<file path="config.mk">
export PLATFORM = sky130hd
export DESIGN_NAME = twofour_encoder_hs
export DESIGN_NICKNAME = d
export VERILOG_FILES = /design/src/rtl/enc_pkg.sv /design/src/rtl/prio_enc4.sv /design/src/rtl/twofour_encoder_hs.sv
export SDC_FILE = /design/constraint.sdc
export NUM_CORES = 1
export LEC_CHECK = 0
export CORE_AREA = 2 2 39 41
export CTS_CLUSTER_DIAMETER = 30
export DETAILED_ROUTE_END_ITERATION = 8
export DIE_AREA = 0 0 41 43
export HOLD_SLACK_MARGIN = 0.06
export PLACE_DENSITY = 0.55
export SETUP_SLACK_MARGIN = 0.3
export SYNTH_ARGS = -nofsm -noshare
export SYNTH_HDL_FRONTEND = slang
export SYNTH_SLANG_ARGS = --single-unit
</file>
<file path="constraint.sdc">
create_clock -name clk -period 2.05 [get_ports clk]
set_clock_uncertainty 0.05 [all_clocks]
set_input_delay 0.615 -clock clk [delete_from_list [all_inputs] [get_ports clk]]
set_output_delay 0.615 -clock clk [all_outputs]
set_load 0.03 [all_outputs]
</file>
<file path="src/rtl/enc_pkg.sv">
// Shared types and helpers for the 4-to-2 handshake encoder.
package enc_pkg;

  localparam int NLINES = 4;
  localparam int CODEW  = 2;

  typedef enum logic {
    IDLE = 1'b0,
    HOLD = 1'b1
  } state_t;

  // Turns a served code back into the pending bit it retires.
  function automatic logic [NLINES-1:0] onehot2(input logic [CODEW-1:0] code);
    return 4'b0001 << code;
  endfunction

endpackage

</file>
<file path="src/rtl/prio_enc4.sv">
// Combinational 4-to-2 priority encoder; HIGH_FIRST picks which end wins.
module prio_enc4
  import enc_pkg::*;
#(
  parameter int HIGH_FIRST = 1
) (
  input  logic [NLINES-1:0] i_req,
  output logic [CODEW-1:0]  o_code,
  output logic              o_any
);

  assign o_any = |i_req;

  // Code for an all-zero request is don't-care; 0 keeps it deterministic.
  always_comb begin
    o_code = 2'd0;
    if (HIGH_FIRST != 0) begin
      if (i_req[3])      o_code = 2'd3;
      else if (i_req[2]) o_code = 2'd2;
      else if (i_req[1]) o_code = 2'd1;
      else               o_code = 2'd0;
    end else begin
      if (i_req[0])      o_code = 2'd0;
      else if (i_req[1]) o_code = 2'd1;
      else if (i_req[2]) o_code = 2'd2;
      else if (i_req[3]) o_code = 2'd3;
      else               o_code = 2'd0;
    end
  end

endmodule

</file>
<file path="src/rtl/twofour_encoder_hs.sv">
// Latches request pulses and serves them as 2-bit codes over a valid/ack handshake.
// Optional MULTI flag output is enabled by defining ENC_MULTI_FLAG_EN.
module twofour_encoder_hs
  import enc_pkg::*;
#(
  parameter int HIGH_FIRST = 1
) (
  input  logic              clk,
  input  logic              rst_n,
  input  logic              D0,
  input  logic              D1,
  input  logic              D2,
  input  logic              D3,
  input  logic              ACK,
  output logic              A,
  output logic              B,
  output logic              V,
`ifdef ENC_MULTI_FLAG_EN
  output logic              MULTI,
`endif
  output logic [NLINES-1:0] PEND
);

  state_t             r_state;
  state_t             w_state_next;
  logic [CODEW-1:0]   r_code;
  logic [CODEW-1:0]   w_code_next;
  logic [NLINES-1:0]  r_pend;
  logic [NLINES-1:0]  w_pend_next;
  logic [NLINES-1:0]  w_clr;
  logic [CODEW-1:0]   w_enc;
  logic               w_any;
  logic               w_served;

  assign w_served = (r_state == HOLD) && ACK;
  assign w_clr    = w_served ? onehot2(r_code) : 4'b0000;
  // New requests are OR-ed in after the clear, so a same-cycle re-request survives.
  assign w_pend_next = (r_pend & ~w_clr) | {D3, D2, D1, D0};

  prio_enc4 #(.HIGH_FIRST(HIGH_FIRST)) u_prio (
    .i_req  (w_pend_next),
    .o_code (w_enc),
    .o_any  (w_any)
  );

  always_comb begin
    w_state_next = r_state;
    w_code_next  = r_code;
    case (r_state)
      IDLE: begin
        if (w_any) begin
          w_state_next = HOLD;
          w_code_next  = w_enc;
        end else begin
          w_state_next = IDLE;
        end
      end
      HOLD: begin
        if (ACK) begin
          if (w_any) begin
            w_code_next = w_enc;
          end else begin
            w_state_next = IDLE;
          end
        end else begin
          w_state_next = HOLD;
        end
      end
      default: w_state_next = IDLE;
    endcase
  end

  always_ff @(posedge clk) begin
    if (!rst_n) begin
      r_state <= IDLE;
      r_code  <= 2'd0;
      r_pend  <= 4'b0000;
    end else begin
      r_state <= w_state_next;
      r_code  <= w_code_next;
      r_pend  <= w_pend_next;
    end
  end

  assign A    = r_code[1];
  assign B    = r_code[0];
  assign V    = (r_state == HOLD);
  assign PEND = r_pend;

`ifdef ENC_MULTI_FLAG_EN
  logic r_multi;

  // Clearing the lowest set bit leaves something only if two or more were set.
  always_ff @(posedge clk) begin
    if (!rst_n) begin
      r_multi <= 1'b0;
    end else begin
      r_multi <= |(w_pend_next & (w_pend_next - 4'd1));
    end
  end

  assign MULTI = r_multi;
`endif

endmodule

</file>
==> results of run 1 <==
state kept, by name, summed over array words and instances (netlist names):
name,flops
PEND,4
r_code,2
V,1
layout by cell type (no fill, tap or decap), drive strengths merged:
cell type      synthesis  final
clkbuf                 0      6
nand2                  2      2
a21boi                 1      1
clkdlybuf4s50          0      5
a21oi                  4      4
nor2                   4      4
nand4b                 2      2
o221a                  1      1
buf                    0      5
a21o                   1      1
and2                   1      1
inv                    1      1
nand4bb                1      1
nand4                  1      1
and2b                  1      1
dfxtp                  7      7
o32ai                  1      1
or2b                   1      1
dlygate4sd2            0      6
a41oi                  2      2
repair_timing:
action,4_1_cts,5_1_grt
endpoints found under the setup margin,10,2
buffers inserted,0,0
hold buffers,0,0
pin swaps,2,0
resized for setup,8,4
layout make-up:
type | count | area (um^2) | share of cell area [%]
clock buffers | 4 | 26.3 | 5.17
flip-flops and latches | 7 | 140 | 27.6
repair buffers | 18 | 150 | 29.6
multi-input cells | 23 | 168 | 33.0
well taps | 16 | 20.0 | 3.94
inverters | 1 | 3.75 | 0.739
worst paths after layout:
path,slack (ps),from,endpoint,cells past startpoint
setup / recovery,370,V,V,1
hold / removal,460,PEND[2],PEND[2],2
setup reg to reg,610,V,r_code[0],5
hold reg to reg,460,PEND[2],PEND[2],2
kinds of logic after synthesis:
kind of cell    synth area share [%]
simple gates                    25.3
buf+inv                         1.20
flops                           45.0
compound gates                  28.5
power breakdown:
group	internal (mW)	switching (mW)	leakage (nW)	total (mW)
Sequential	0.147	0.0102	0.0588	0.157
Clock	0.0744	0.0518	0.0150	0.126
Combinational	0.0412	0.0467	0.142	0.0879
worst register-to-register path: stages (launching register included):
cell and delay [ps]:
sky130_fd_sc_hd__dfxtp_1 360, sky130_fd_sc_hd__buf_4 150, sky130_fd_sc_hd__nand4bb_1 160, sky130_fd_sc_hd__a21oi_2 200
sky130_fd_sc_hd__a41oi_1 150, sky130_fd_sc_hd__o221a_1 260
layer usage:
| metal | share of wire (%) | vias up |
|---|---|---|
| met5 | 0 | - |
| met4 | 1.3 | 0 |
| met3 | 7.0 | 2 |
| met2 | 43 | 14 |
| met1 | 49 | 144 |
| li1 | - | 164 |
stage by stage:
stage               setup slack (ps)  TNS, ps  total power, mW  util [%]  instances
finish                           374        0            0.371      36.7         69
global placement                -104     -115            0.258      36.1         65
detailed placement             -93.5    -93.5            0.258      36.1         65
global route                     336        0            0.390      36.7         69
floorplan                        566        0            0.206         -         31
CTS                              276        0            0.375      37.3         69
==> out/metrics.cfg, run 1 <==
[setup_path]
crit_type = flop to output pin
crit_fanout = 2
critical_path.cell_chain = dlygate4sd2_1
cp_slowest_stage_delay_ps = 410
critical_path_buf_inv_count = 1
crit_family = buffers and inverters
timing.critical_path.arrival_ps = 1010
worst_setup_path_start_kind = flop
setup.worst_path.end_class = output pin
worst_ep_required_time_ps = 1380
timing.critical_path.slowest_stage_cell = sky130_fd_sc_hd__dlygate4sd2_1

[floorplanning]
rows = 14
die_w_um = 41
design.portCount = 14
die_area_um2 = 1760
initial_utilization_pct = 22.5
chip_height_um = 43
coreArea_um2 = 1380

[clock_network]
tritoncts_clock_tree = yes
worst_skew_pair.late_latency_ps = 250
cts_max_path_buffers = 2
clk_pin_slew_ps = 60
htree_num_levels = 1
cts_inserted_buffers = 3
cts_num_sinks = 7
clock_root_buffer_master = sky130_fd_sc_hd__clkbuf_4

[cells_and_area]
antenna_cells_inserted = 0
layout.filler_cells = 144
finalInstanceArea_um2 = 508
area_growth_syn_to_layout_pct = 63.1
layout.nets = 61
final_layout_size_suffix_gt1_share_pct = 28.3

[global_routing]
gr-total-overflow = 0
first_global_vias = 294
gr-max-usage-layer = met1
gr-usage-met2_pct = 12.8
grtUsageMet1_pct = 13.8
gr-usage-met3_pct = 1.57
grtUsageTotal_pct = 9.64
grt_max_degree = 7
antenna_found_initial = 0
grt_first_pass_wirelength_um = 1170

[synth]
post_synthesis_net_count = 38
avgSynthCellArea_um2 = 10.0
yosysUniqueCellTypes = 16
post_synth_instance_area_um2 = 312
synth.most_common_cell = sky130_fd_sc_hd__dfxtp_1
synthTopCellsByArea = sky130_fd_sc_hd__dfxtp_1 (45%), sky130_fd_sc_hd__a21oi_2 (11%), sky130_fd_sc_hd__a41oi_1 (5.6%), sky130_fd_sc_hd__nand4b_1 (5.6%), sky130_fd_sc_hd__nor2_1 (4.8%)
synth_enable_flop_cells = 0
synthTopCellsByCount = sky130_fd_sc_hd__dfxtp_1 (7), sky130_fd_sc_hd__a21oi_2 (4), sky130_fd_sc_hd__nor2_1 (4)
post_synth_inst_count = 31
yosysSeqAreaShare_pct = 45.0
synth_area_leader_cell = sky130_fd_sc_hd__dfxtp_1
postSynth.topFlopCell = sky130_fd_sc_hd__dfxtp_1
ys_ff_latch = 7
synth_warn = 0
synth_top_area_share_pct = 45.0
synth_async_sr_flop_share_pct = 0

[placement]
gp_routability_congestion = 0.783
port-buffer-count = 13
placed_area_um2 = 499
dpl.hpwl_um = 615

[run]
maxCapViolations = 0

[route]
drc = 0
detail_route.wirelength_um = 767
drt-initial-drc-count = 9
ant_nets = 0
detail_route.wl_per_cell_um = 11.1
avgViaCountPerCell = 4.70
detail_route.first_pass.iterations = 4
via_count = 324

[pwr]
power.density_nw_per_um2 = 731
leakagePower_nw = 0.216
worst_vdd_rail_ir_drop_v = 0.000272

[worst_hold_path]
min_path_type = flop to flop

[sta]
report.final.hold_viol_count = 0
tightest_slew_ps = 299
grt_setup_unrepaired = no
max-slew-margin-rel_pct = 80.1
layout_worst_path_cycle_share_pct = 81.8
fmax_ghz = 0.597
finalCriticalPeriod_ps = 1680
timing_max_transition_violations_final = 0
hold_ws_ps = 463
timing.final.setup_violations = 0

[status]
outcome = finished clean

(Power assumes the default switching activity.)
==> run 2: changes to the inputs <==
PLACE_DENSITY = 0.57   (was 0.55)
clock period = 1.5 ns   (was 2.05 ns; I/O delays follow)
==> run 2 against run 1 <==
Effect of this change: design area increased by 28%; first-iteration DRC count decreased by 89%; via count grew 9.6%; worst hold slack improved by 35 ps; setup slack got worse by 250 ps; sequential share of layout area down 3.5 points; sequential cell count stayed put; sequential power rose by 41%; critical path depth up 3; combinational power up 91%; cell count increased by 10%; critical path type is now flop to flop; largest power group unchanged; highest routed layer unchanged.
==> out/metrics.cfg, run 2 (synthesis results as in run 1) <==
[status]
outcome = finished clean

[pwr]
power.density_nw_per_um2 = 873
overall_power_of_the_completed_layout_mw = 0.567
leakagePower_nw = 0.268
worst_vdd_rail_ir_drop_v = 0.000332

[sta]
fmax_ghz = 0.729
hold_ws_ps = 498
layout_worst_path_cycle_share_pct = 91.5
timing_max_transition_violations_final = 0
report.final.hold_viol_count = 0
tightest_slew_ps = 208
finalCriticalPeriod_ps = 1370
max-slew-margin-rel_pct = 86.2
timing.final.setup_violations = 0
grt_setup_unrepaired = yes

[global_routing]
antenna_found_initial = 0
gr-total-overflow = 0
grt_max_degree = 8
grtUsageTotal_pct = 13.3
first_global_vias = 359
grt_first_pass_wirelength_um = 1530

[floorplanning]
design.portCount = 14
rows = 14
die_area_um2 = 1760
die_w_um = 41
coreArea_um2 = 1380
chip_height_um = 43
initial_utilization_pct = 22.5

[setup_path]
worst_ep_required_time_ps = 1590
setup.worst_path.end_class = flop
timing.critical_path.arrival_ps = 1460
crit_type = flop to flop
worst_r2r_path_depth = 4
crit_fanout = 6
r2r_slack_ps = 130
worst_setup_path_start_kind = flop

[cells_and_area]
layout.cells.most_common_list = sky130_fd_sc_hd__buf_4 (11), sky130_fd_sc_hd__buf_6 (8), sky130_fd_sc_hd__dfxtp_2 (4)
mostFrequentLayoutCell = sky130_fd_sc_hd__buf_4
finalInstanceArea_um2 = 649
layout.nets = 68
area_growth_syn_to_layout_pct = 108
layout.filler_cells = 130
post-route-util_pct = 46.9
final_layout_size_suffix_gt1_share_pct = 68.3
largest_register_ff_count = 4
antenna_cells_inserted = 0
final_cells = 76

[clock_network]
cts_num_sinks = 7
cts_hold_repair.buffers = 0
worst_skew_pair.late_latency_ps = 250
tritoncts_clock_tree = yes
htree_num_levels = 1
clk_pin_slew_ps = 50
cts_inserted_buffers = 3
clock_root_buffer_master = sky130_fd_sc_hd__clkbuf_4
cts_max_path_buffers = 2

[placement]
port-buffer-count = 13
placed_area_um2 = 523
dpl.hpwl_um = 665
gp_routability_congestion = 0.697
dpl.cell_count = 68

[route]
drc = 0
via_count = 355
detail_route.wl_per_cell_um = 12.1
avgViaCountPerCell = 4.67
drt-initial-drc-count = 1
detail_route.first_pass.iterations = 4
detail_route.wirelength_um = 916
ant_nets = 0

[run]
maxCapViolations = 0

[worst_hold_path]
worst_hold_stages = 2
min_path_type = flop to flop

==> run 2: layout make-up <==
| type | instances | area (um^2) | share of cell area (%) |
|---|---|---|---|
| Timing Repair Buffer | 25 | 224 | 34.5 |
| Multi-Input combinational cell | 23 | 219 | 33.7 |
| Sequential cell | 7 | 156 | 24.1 |
| Clock buffer | 4 | 26.3 | 4.05 |
| Tap cell | 16 | 20.0 | 3.08 |
| Inverter | 1 | 3.75 | 0.578 |
==> run 2: final timing paths <==
path                   from         to
hold reg to reg   r_code[1]  r_code[1]
setup reg to reg  r_code[0]  r_code[0]
setup / recovery  r_code[0]  r_code[0]
hold / removal    r_code[1]  r_code[1]
==> run 2: metrics by stage <==
| stage | worst slack [ps] | setup TNS, ps |
|---|---|---|
| floorplan | 198 | 0 |
| global placement | -473 | -2060 |
| detailed placement | -484 | -2100 |
| CTS | 130 | 0 |
| global route | 38.7 | 0 |
| finish | 128 | 0 |
==> run 2: worst max-delay path, stage by stage (launching register included) <==
cell	delay [ps]
sky130_fd_sc_hd__dfxtp_4	360
sky130_fd_sc_hd__nand4b_1	200
sky130_fd_sc_hd__a21oi_2	240
sky130_fd_sc_hd__a41oi_2	150
sky130_fd_sc_hd__o221a_1	280
==> run 2: timing repair <==
item / in CTS / in global routing
setup buffers: 4 / 0
resized for setup: 23 / 2
setup endpoints to repair: 14 / 12
pin swaps: 10 / 4
==> run 2: power breakdown <==
part | internal [mW] | total, mW | switching, mW | leakage, nW
Combinational | 0.0929 | 0.168 | 0.0756 | 0.192
Sequential | 0.202 | 0.221 | 0.0191 | 0.0608
Clock | 0.102 | 0.177 | 0.0753 | 0.0150
==> run 2: routing by layer <==
metal / share of wire (%) / global-route usage (%) / routed length, um
met1: 46 / 16.1 / 425
met4: 2.7 / 8.00 / 25
met3: 6.4 / 4.71 / 59
met2: 44 / 19.1 / 406
met5: 0 / 0 / 0
